## config.mk

```make
export PLATFORM = sky130hd
export DESIGN_NAME = eaf_hash_pipe
export DESIGN_NICKNAME = d
export VERILOG_FILES = /design/src/rtl/eaf_hash_pipe.sv
export SDC_FILE = /design/constraint.sdc
export NUM_CORES = 2
export LEC_CHECK = 0
export CAP_MARGIN = 30
export CORE_ASPECT_RATIO = 1.2
export CORE_MARGIN = 2
export CORE_UTILIZATION = 60
export CTS_CLUSTER_SIZE = 10
export DETAILED_ROUTE_END_ITERATION = 10
export MAX_ROUTING_LAYER = met4
export PLACE_DENSITY = 0.8
export SYNTH_ARGS = -nofsm -noshare
export SYNTH_HDL_FRONTEND = slang
export SYNTH_SLANG_ARGS = --single-unit
```

## constraint.sdc

```tcl
create_clock -name clk -period 16 [get_ports clk]
set_clock_uncertainty 0.1 [all_clocks]
set_input_delay 1.6 -clock clk [delete_from_list [all_inputs] [get_ports clk]]
set_output_delay 1.6 -clock clk [all_outputs]
set_load 0.005 [all_outputs]
```

## src/rtl/eaf_hash_pipe.sv

```systemverilog
// eaf_hash_pipe -- three-stage valid/ready hash-index generator for the EAF
// Bloom filter. Each accepted address yields NUM_HASH array indices by double
// hashing (hA + i*hB) over a two-round multiply-xorshift mix of addr ^ seed.
//
// Optional feature macro: EAF_HASH_SEED_EN (adds seed_we/seed_i and a seed
// register; without it the seed is constant 0).
//
// Ports:
//   clk, rst             clock, synchronous active-high reset
//   in_valid/in_ready    request handshake; addr_i, op_i, tag_i request payload
//   seed_we, seed_i      seed register write (EAF_HASH_SEED_EN only)
//   out_valid/out_ready  result handshake; idx_o (index i at [i*IDX_W +: IDX_W]),
//                        op_o, tag_o result payload
//
// One register per stage (m1, m2, idx): a request presented in the cycle after
// edge t is taken at edge t+1 and is visible on the outputs after edge t+3.

// Per-lane index: hA + LANE*hB, wrapping at IDX_W bits.
module eaf_hash_lane #(
  parameter int IDX_W = 13,
  parameter int LANE  = 0
) (
  input  logic [IDX_W-1:0] i_ha,
  input  logic [IDX_W-1:0] i_hb,
  output logic [IDX_W-1:0] o_idx
);
  assign o_idx = i_ha + IDX_W'(LANE) * i_hb;
endmodule

module eaf_hash_pipe #(
  parameter int          ADDR_W   = 32,
  parameter int          NUM_HASH = 7,
  parameter int          IDX_W    = 13,
  parameter int          TAG_W    = 4,
  parameter logic [31:0] C1       = 32'h55555555,
  parameter logic [31:0] C2       = 32'h9e3779b9
) (
  input  logic                      clk,
  input  logic                      rst,
  input  logic                      in_valid,
  output logic                      in_ready,
  input  logic [ADDR_W-1:0]         addr_i,
  input  logic                      op_i,
  input  logic [TAG_W-1:0]          tag_i,
`ifdef EAF_HASH_SEED_EN
  input  logic                      seed_we,
  input  logic [ADDR_W-1:0]         seed_i,
`endif
  output logic                      out_valid,
  input  logic                      out_ready,
  output logic [NUM_HASH*IDX_W-1:0] idx_o,
  output logic                      op_o,
  output logic [TAG_W-1:0]          tag_o
);
  localparam int              H  = ADDR_W / 2;
  localparam logic [ADDR_W-1:0] K1 = ADDR_W'(C1);
  localparam logic [ADDR_W-1:0] K2 = ADDR_W'(C2);

  logic [ADDR_W-1:0] w_seed;

`ifdef EAF_HASH_SEED_EN
  logic [ADDR_W-1:0] r_seed;

  // Stage 1 reads r_seed before this edge's write lands, so a request taken
  // on the write edge still hashes with the old seed.
  always_ff @(posedge clk) begin
    if (rst)          r_seed <= '0;
    else if (seed_we) r_seed <= seed_i;
  end
  assign w_seed = r_seed;
`else
  assign w_seed = '0;
`endif

  // Stage valids and ready chain; ready ripples combinationally from out_ready.
  logic [3:1] r_vld_pipe;
  logic [4:1] w_rdy;

  always_comb begin
    w_rdy    = '0;
    w_rdy[4] = out_ready;
    for (int n = 3; n >= 1; n--) w_rdy[n] = !r_vld_pipe[n] || w_rdy[n+1];
  end

  assign in_ready = w_rdy[1];

  logic w_ld1, w_ld2, w_ld3;
  assign w_ld1 = in_valid      && w_rdy[1];
  assign w_ld2 = r_vld_pipe[1] && w_rdy[2];
  assign w_ld3 = r_vld_pipe[2] && w_rdy[3];

  always_ff @(posedge clk) begin
    if (rst) begin
      r_vld_pipe <= '0;
    end else begin
      if (w_rdy[1]) r_vld_pipe[1] <= in_valid;
      if (w_rdy[2]) r_vld_pipe[2] <= r_vld_pipe[1];
      if (w_rdy[3]) r_vld_pipe[3] <= r_vld_pipe[2];
    end
  end

  // Hash datapath
  logic [ADDR_W-1:0] w_x, w_mix1, w_mix2;
  logic [ADDR_W-1:0] r_m1, r_m2;
  logic              r_op1, r_op2, r_op3;
  logic [TAG_W-1:0]  r_tag1, r_tag2, r_tag3;

  assign w_x    = addr_i ^ w_seed;
  assign w_mix1 = w_x  ^ (w_x  >> H);
  assign w_mix2 = r_m1 ^ (r_m1 >> H);

  logic [IDX_W-1:0] w_ha, w_hb;
  assign w_ha = r_m2[IDX_W-1:0];
  // Odd step is coprime with 2^IDX_W, so the k indices never collide.
  assign w_hb = r_m2[ADDR_W-1 -: IDX_W] | IDX_W'(1);

  logic [NUM_HASH-1:0][IDX_W-1:0] w_idx, r_idx;

  for (genvar g = 0; g < NUM_HASH; g++) begin : g_lane
    eaf_hash_lane #(.IDX_W(IDX_W), .LANE(g)) u_lane (
      .i_ha  (w_ha),
      .i_hb  (w_hb),
      .o_idx (w_idx[g])
    );
  end

  // Data registers load only on a transfer into the stage; a stalled stage
  // keeps its contents.
  always_ff @(posedge clk) begin
    if (rst) begin
      r_m1   <= '0;
      r_op1  <= 1'b0;
      r_tag1 <= '0;
      r_m2   <= '0;
      r_op2  <= 1'b0;
      r_tag2 <= '0;
      r_idx  <= '0;
      r_op3  <= 1'b0;
      r_tag3 <= '0;
    end else begin
      if (w_ld1) begin
        r_m1   <= w_mix1 * K1;
        r_op1  <= op_i;
        r_tag1 <= tag_i;
      end
      if (w_ld2) begin
        r_m2   <= w_mix2 * K2;
        r_op2  <= r_op1;
        r_tag2 <= r_tag1;
      end
      if (w_ld3) begin
        r_idx  <= w_idx;
        r_op3  <= r_op2;
        r_tag3 <= r_tag2;
      end
    end
  end

  assign out_valid = r_vld_pipe[3];
  assign idx_o     = r_idx;
  assign op_o      = r_op3;
  assign tag_o     = r_tag3;

endmodule

```

# == Word level (Yosys, flattened, before mapping) ==
# Index checks and enable logic that the tools add are counted.
# word_totals
regBits,173
latchBits,0
mem_bits_rw,0
romBits,0
out_inout_bits,98
word_cells,40
memories,0
# classes
addsub,6
mul,5
div_mod_pow,0
order_cmp,0
eq_ne,0
shifts,0
muxes,0
n_bitwise,2
n_reduce_logical,9
# op_table
op,count
13-bit adder,6
32-bit by 16-bit XOR with 32-bit output,2
"32-bit by 31-bit multiplier with 32-bit output, second input constant",1
"32-bit by 32-bit multiplier with 32-bit output, second input constant",1
"2-bit by 13-bit multiplier with 12-bit output, first input constant",1
"2-bit by 13-bit multiplier with 13-bit output, first input constant",1
"3-bit by 13-bit multiplier with 13-bit output, first input constant",1
1-bit logical AND,3
1-bit zero test,3
1-bit logical OR,3

# == Logic depth before layout (Yosys ltp) ==
# depth
depth_word,5
ltp_mapped,26
mapped_depth_nobuf,26

# == By module ==
# Synthesis repeated with hierarchy kept, for this count alone.
# hier_totals
hier_cells,2947
hier_area_um2,27393.8
# by_module_without_submodules
module,n_inst,cells_per_inst,area_each_um2
eaf_hash_pipe,1,2417,22997.1
eaf_hash_lane at g_lane[5].u_lane,1,113,992.2
eaf_hash_lane at g_lane[6].u_lane,1,130,984.7
eaf_hash_lane at g_lane[3].u_lane,1,88,800.8
eaf_hash_lane at g_lane[1].u_lane,1,62,543.0
eaf_hash_lane at g_lane[2].u_lane,1,60,510.5
eaf_hash_lane at g_lane[4].u_lane,1,64,467.9
eaf_hash_lane at g_lane[0].u_lane,1,13,97.6

# == Least setup slack after synthesis ==
# OpenSTA, ideal clock, no wires.
# synth_timing
path_kind,input port to flip-flop
start,in addr_i[11]
end,reg r_m1[28]
arrival_ns,7.589
t_required_ns,15.778
slack_ns,8.188
cell_stages,21
cell_sequence,xor2_1 > ha_1 > fa_1 > inv_1 > fa_1 > fa_1 > fa_1 > inv_1 > fa_1 > fa_1 > inv_1 > fa_1 > inv_1 > ha_1 > a21o_1 > a2111oi_0 > and3b_1 > a211oi_1 > o32ai_1 > xor2_1 > o21ai_0
# synth_between
elab_chain_len,2
# synth_rtl
element,line_no,text
"start, declared",42,"input logic [ADDR_W-1:0] addr_i,"
32-bit by 16-bit XOR with 32-bit output,109,assign w_mix1 = w_x ^ (w_x >> H);
32-bit by 31-bit multiplier with 32-bit output,142,r_m1 <= w_mix1 * K1;
"end signal, assigned",142,
"end, declared",104,"logic [ADDR_W-1:0] r_m1, r_m2;"
# No other way between the ends.
# A chain may end at the register's enable or synchronous reset.

# == Final worst setup path ==
# layout_timing
start,in addr_i[20]
end,reg r_m1[30]
# The elaborated chain is that of the path after synthesis.

==> metrics <==
max_cap viols=0; hold path startpoint=idx_o[28]; largest area contributor in the netlist=fa_1; Inserted Clock Buffers=17; layout cells sized above 1=0.0278; Critical Path End=r_m1[30]; Post-DP HPWL=around 66 mm; Post-DRT Antenna Nets=0; count of state elements after synthesis=approximately 160; first-pass GRT wire length=124 mm; CP peak stage delay=between 0.6 and 0.7 ns; post-synth net total=about 3800; number of gates resized after CTS=0; dominant delay contributor by cell family on the critical path=adder cells; slowest CP cell=xor2_1; Vias/cell=5.79; # nets final=slightly below 4000; Yosys top cell area share=0.319; GR Overflow Total=0; initial antenna violation count=1; Die Area=around 0.046 mm²; Hold/Removal Path Class=reg -> reg; RR Startpoint=r_m1[23]; cell with the most instances after synthesis=inv_1; CP arrival=9.13 ns; Worst Path Buf+Inv=8; Netlist cell types=67; Final Cycle Share=0.555; Critical Setup Path Class=in -> reg; Post-synth EDFFs=0; die height=between 200 and 250 µm; Commonest cells post-synth=inv_1, ha_1, fa_1; fin. max-slew vios=0; Root Driver=clkbuf_16; crit end category=flop; Remaining DRCs=0; Worst setup SP type=input port; Critical Path Stages=25; Worst-Skew Late Latency=~0.45 ns; I/O Pins=approximately 140; Initial Util=0.609; FP Rows=84; fmax=approximately 110 MHz; WL per Instance=between 20 and 25 µm; synthesized area per cell=a little over 9 µm²; Mapped Area=~0.027 mm²; CTS Hold Bufs=0; GRT Total Usage=0.366; First DRT Iteration DRCs=1422; CTS tree=yes; Fin. Hold Viols=0; capture point of the worst reg-to-reg path=r_m2[31]; Max Fanout on Critical Path=6; aggregate routed wire length=78.6 mm; synth top area cells=fa_1, ha_1, dfxtp_1; routability congestion estimate from global placement=1.02; largest net degree at the start of global routing=69; Die W=between 150 and 200 µm; total number of yosys warnings=0; setup TNS=0 ns; first-pass detailed-route iteration total=7; ys async rst share=0; post-synthesis cell count=between 2000 and 3000; DR vias=roughly 20000; register area share after synthesis=0.119; Max clock buf depth=2; worst setup path startpoint=addr_i[20]; slew of the pin with the lowest slew margin=just under 1 ns; Clock Pin Slew Worst Setup and Hold Paths=approximately 0.070 ns; reg2reg setup slack=approximately 8 ns; top_reg_cell synth=dfxtp_1; postcts setup bufs=0; clock sinks=approximately 160; Critical Path RT=approximately 16 ns; Tmin final=a little under 9 ns; H-Tree Depth=4; P&R area growth vs syn=9.73%; number of global-route vias before repair=around 22000; RSZ-0062 raised after global routing=no; Core Box Area=~0.044 mm²; R2R cell count=22; status=finished clean; I/O Buffers=roughly 140; final setup fails=0; Max-slew headroom=0.351
cell usage in the layout, fill, tap and decap left out, types with 5 or more instances in the layout:
cell type | Yosys | routed
inv_1 | 647 | 647
ha_1 | 445 | 445
fa_1 | 425 | 425
nand2_1 | 197 | 197
a21oi_1 | 182 | 182
dfxtp_1 | 158 | 158
clkdlybuf4s50_1 | 0 | 137
xnor2_1 | 123 | 123
nor2_1 | 93 | 93
o21ai_0 | 69 | 69
xor2_1 | 49 | 49
nand3_1 | 41 | 41
nor3_1 | 40 | 40
o21a_1 | 31 | 31
a211oi_1 | 29 | 29
a21o_1 | 28 | 28
buf_4 | 8 | 23
and3_1 | 20 | 20
nor2b_1 | 19 | 18
clkbuf_16 | 0 | 17
a31oi_1 | 17 | 16
or3_1 | 15 | 15
o31ai_1 | 13 | 13
nand3b_1 | 11 | 11
o21bai_1 | 11 | 11
a21boi_0 | 10 | 10
or2_2 | 9 | 9
nor4b_1 | 9 | 9
and2_1 | 8 | 8
o211ai_1 | 7 | 7
o21ai_1 | 6 | 6
nand4_1 | 6 | 6
a311oi_1 | 6 | 6
o311ai_0 | 5 | 5
inv_6 | 0 | 5
stage by stage:
step | hold WS (ns) | instances | util | worst slack [ns] | area, µm²
CTS | 0.352 | 3543 | 0.667 | 7.25 | 29200
global route | 0.368 | 3545 | 0.668 | 6.72 | 29300
detailed placement | 0.341 | 3512 | 0.654 | 6.79 | 28700
global placement | 0.339 | 3512 | 0.654 | 7.08 | 28700
finish | 0.354 | 3545 | 0.668 | 7.12 | 29300
floorplan | 0.332 | 2855 | - | 8.19 | 26700
worst min path at each step:
stage / depth (start not counted) / endpoint / slack [ns]
3_5_place_dp: 2 / r_tag2[1] / 0.34
5_1_grt: 2 / tag_o[3] / 0.37
4_1_cts: 2 / r_tag2[1] / 0.35
6_report: 2 / idx_o[28] / 0.35
3_3_place_gp: 2 / r_op2 / 0.34
2_1_floorplan: 2 / r_op2 / 0.33
area by class of cell:
class                           count  area [µm²]
Multi-Input combinational cell   1984       20800
Fill cell                        3586       14600
Sequential cell                   158        3160
Inverter                          651        2440
Timing Repair Buffer              161        1570
Tap cell                          559         699
Clock buffer                       17         425
Clock inverter                     14         128
Antenna cell                        1        2.50
cells by family (layout without fill, tap and decap cells):
group,count (synthesis),count (layout),share of synthesized area
AOI/OAI and AO/OA,449,449,0.105
and+or+nand+nor,486,486,0.0854
DFF,158,158,0.119
other,0,1,0
adders and majority gates,870,870,0.528
muxes,1,1,0.000375
buffers and inverters,713,843,0.101
xor gates and xnor gates,178,178,0.0612
sequential cells by signal, indices dropped and copies added, names as in the netlist:
register,cells
r_m2,25
r_m1,32
r_tag2,4
tag_o,4
r_tag1,4
idx_o,83
op_o,1
r_op2,1
r_vld_pipe,3
r_op1,1
tightest hold or removal path: stages (launching register included):
cell and delay (ns):
dfxtp_1 0.31, nand2_1 0.05, a21oi_1 0.05
metal layers:
layer / vias up / track usage / routed length [µm]
li1: 9393 / - / -
met3: 182 / 0.0403 / 3900
met5: - / - / 0
met1: 10236 / 0.438 / 31200
met4: 0 / 0.146 / 3420
met2: 716 / 0.630 / 40100
Power is not shown: default switching activity piles up to over one toggle a cycle in this logic, so the estimate is an artifact.
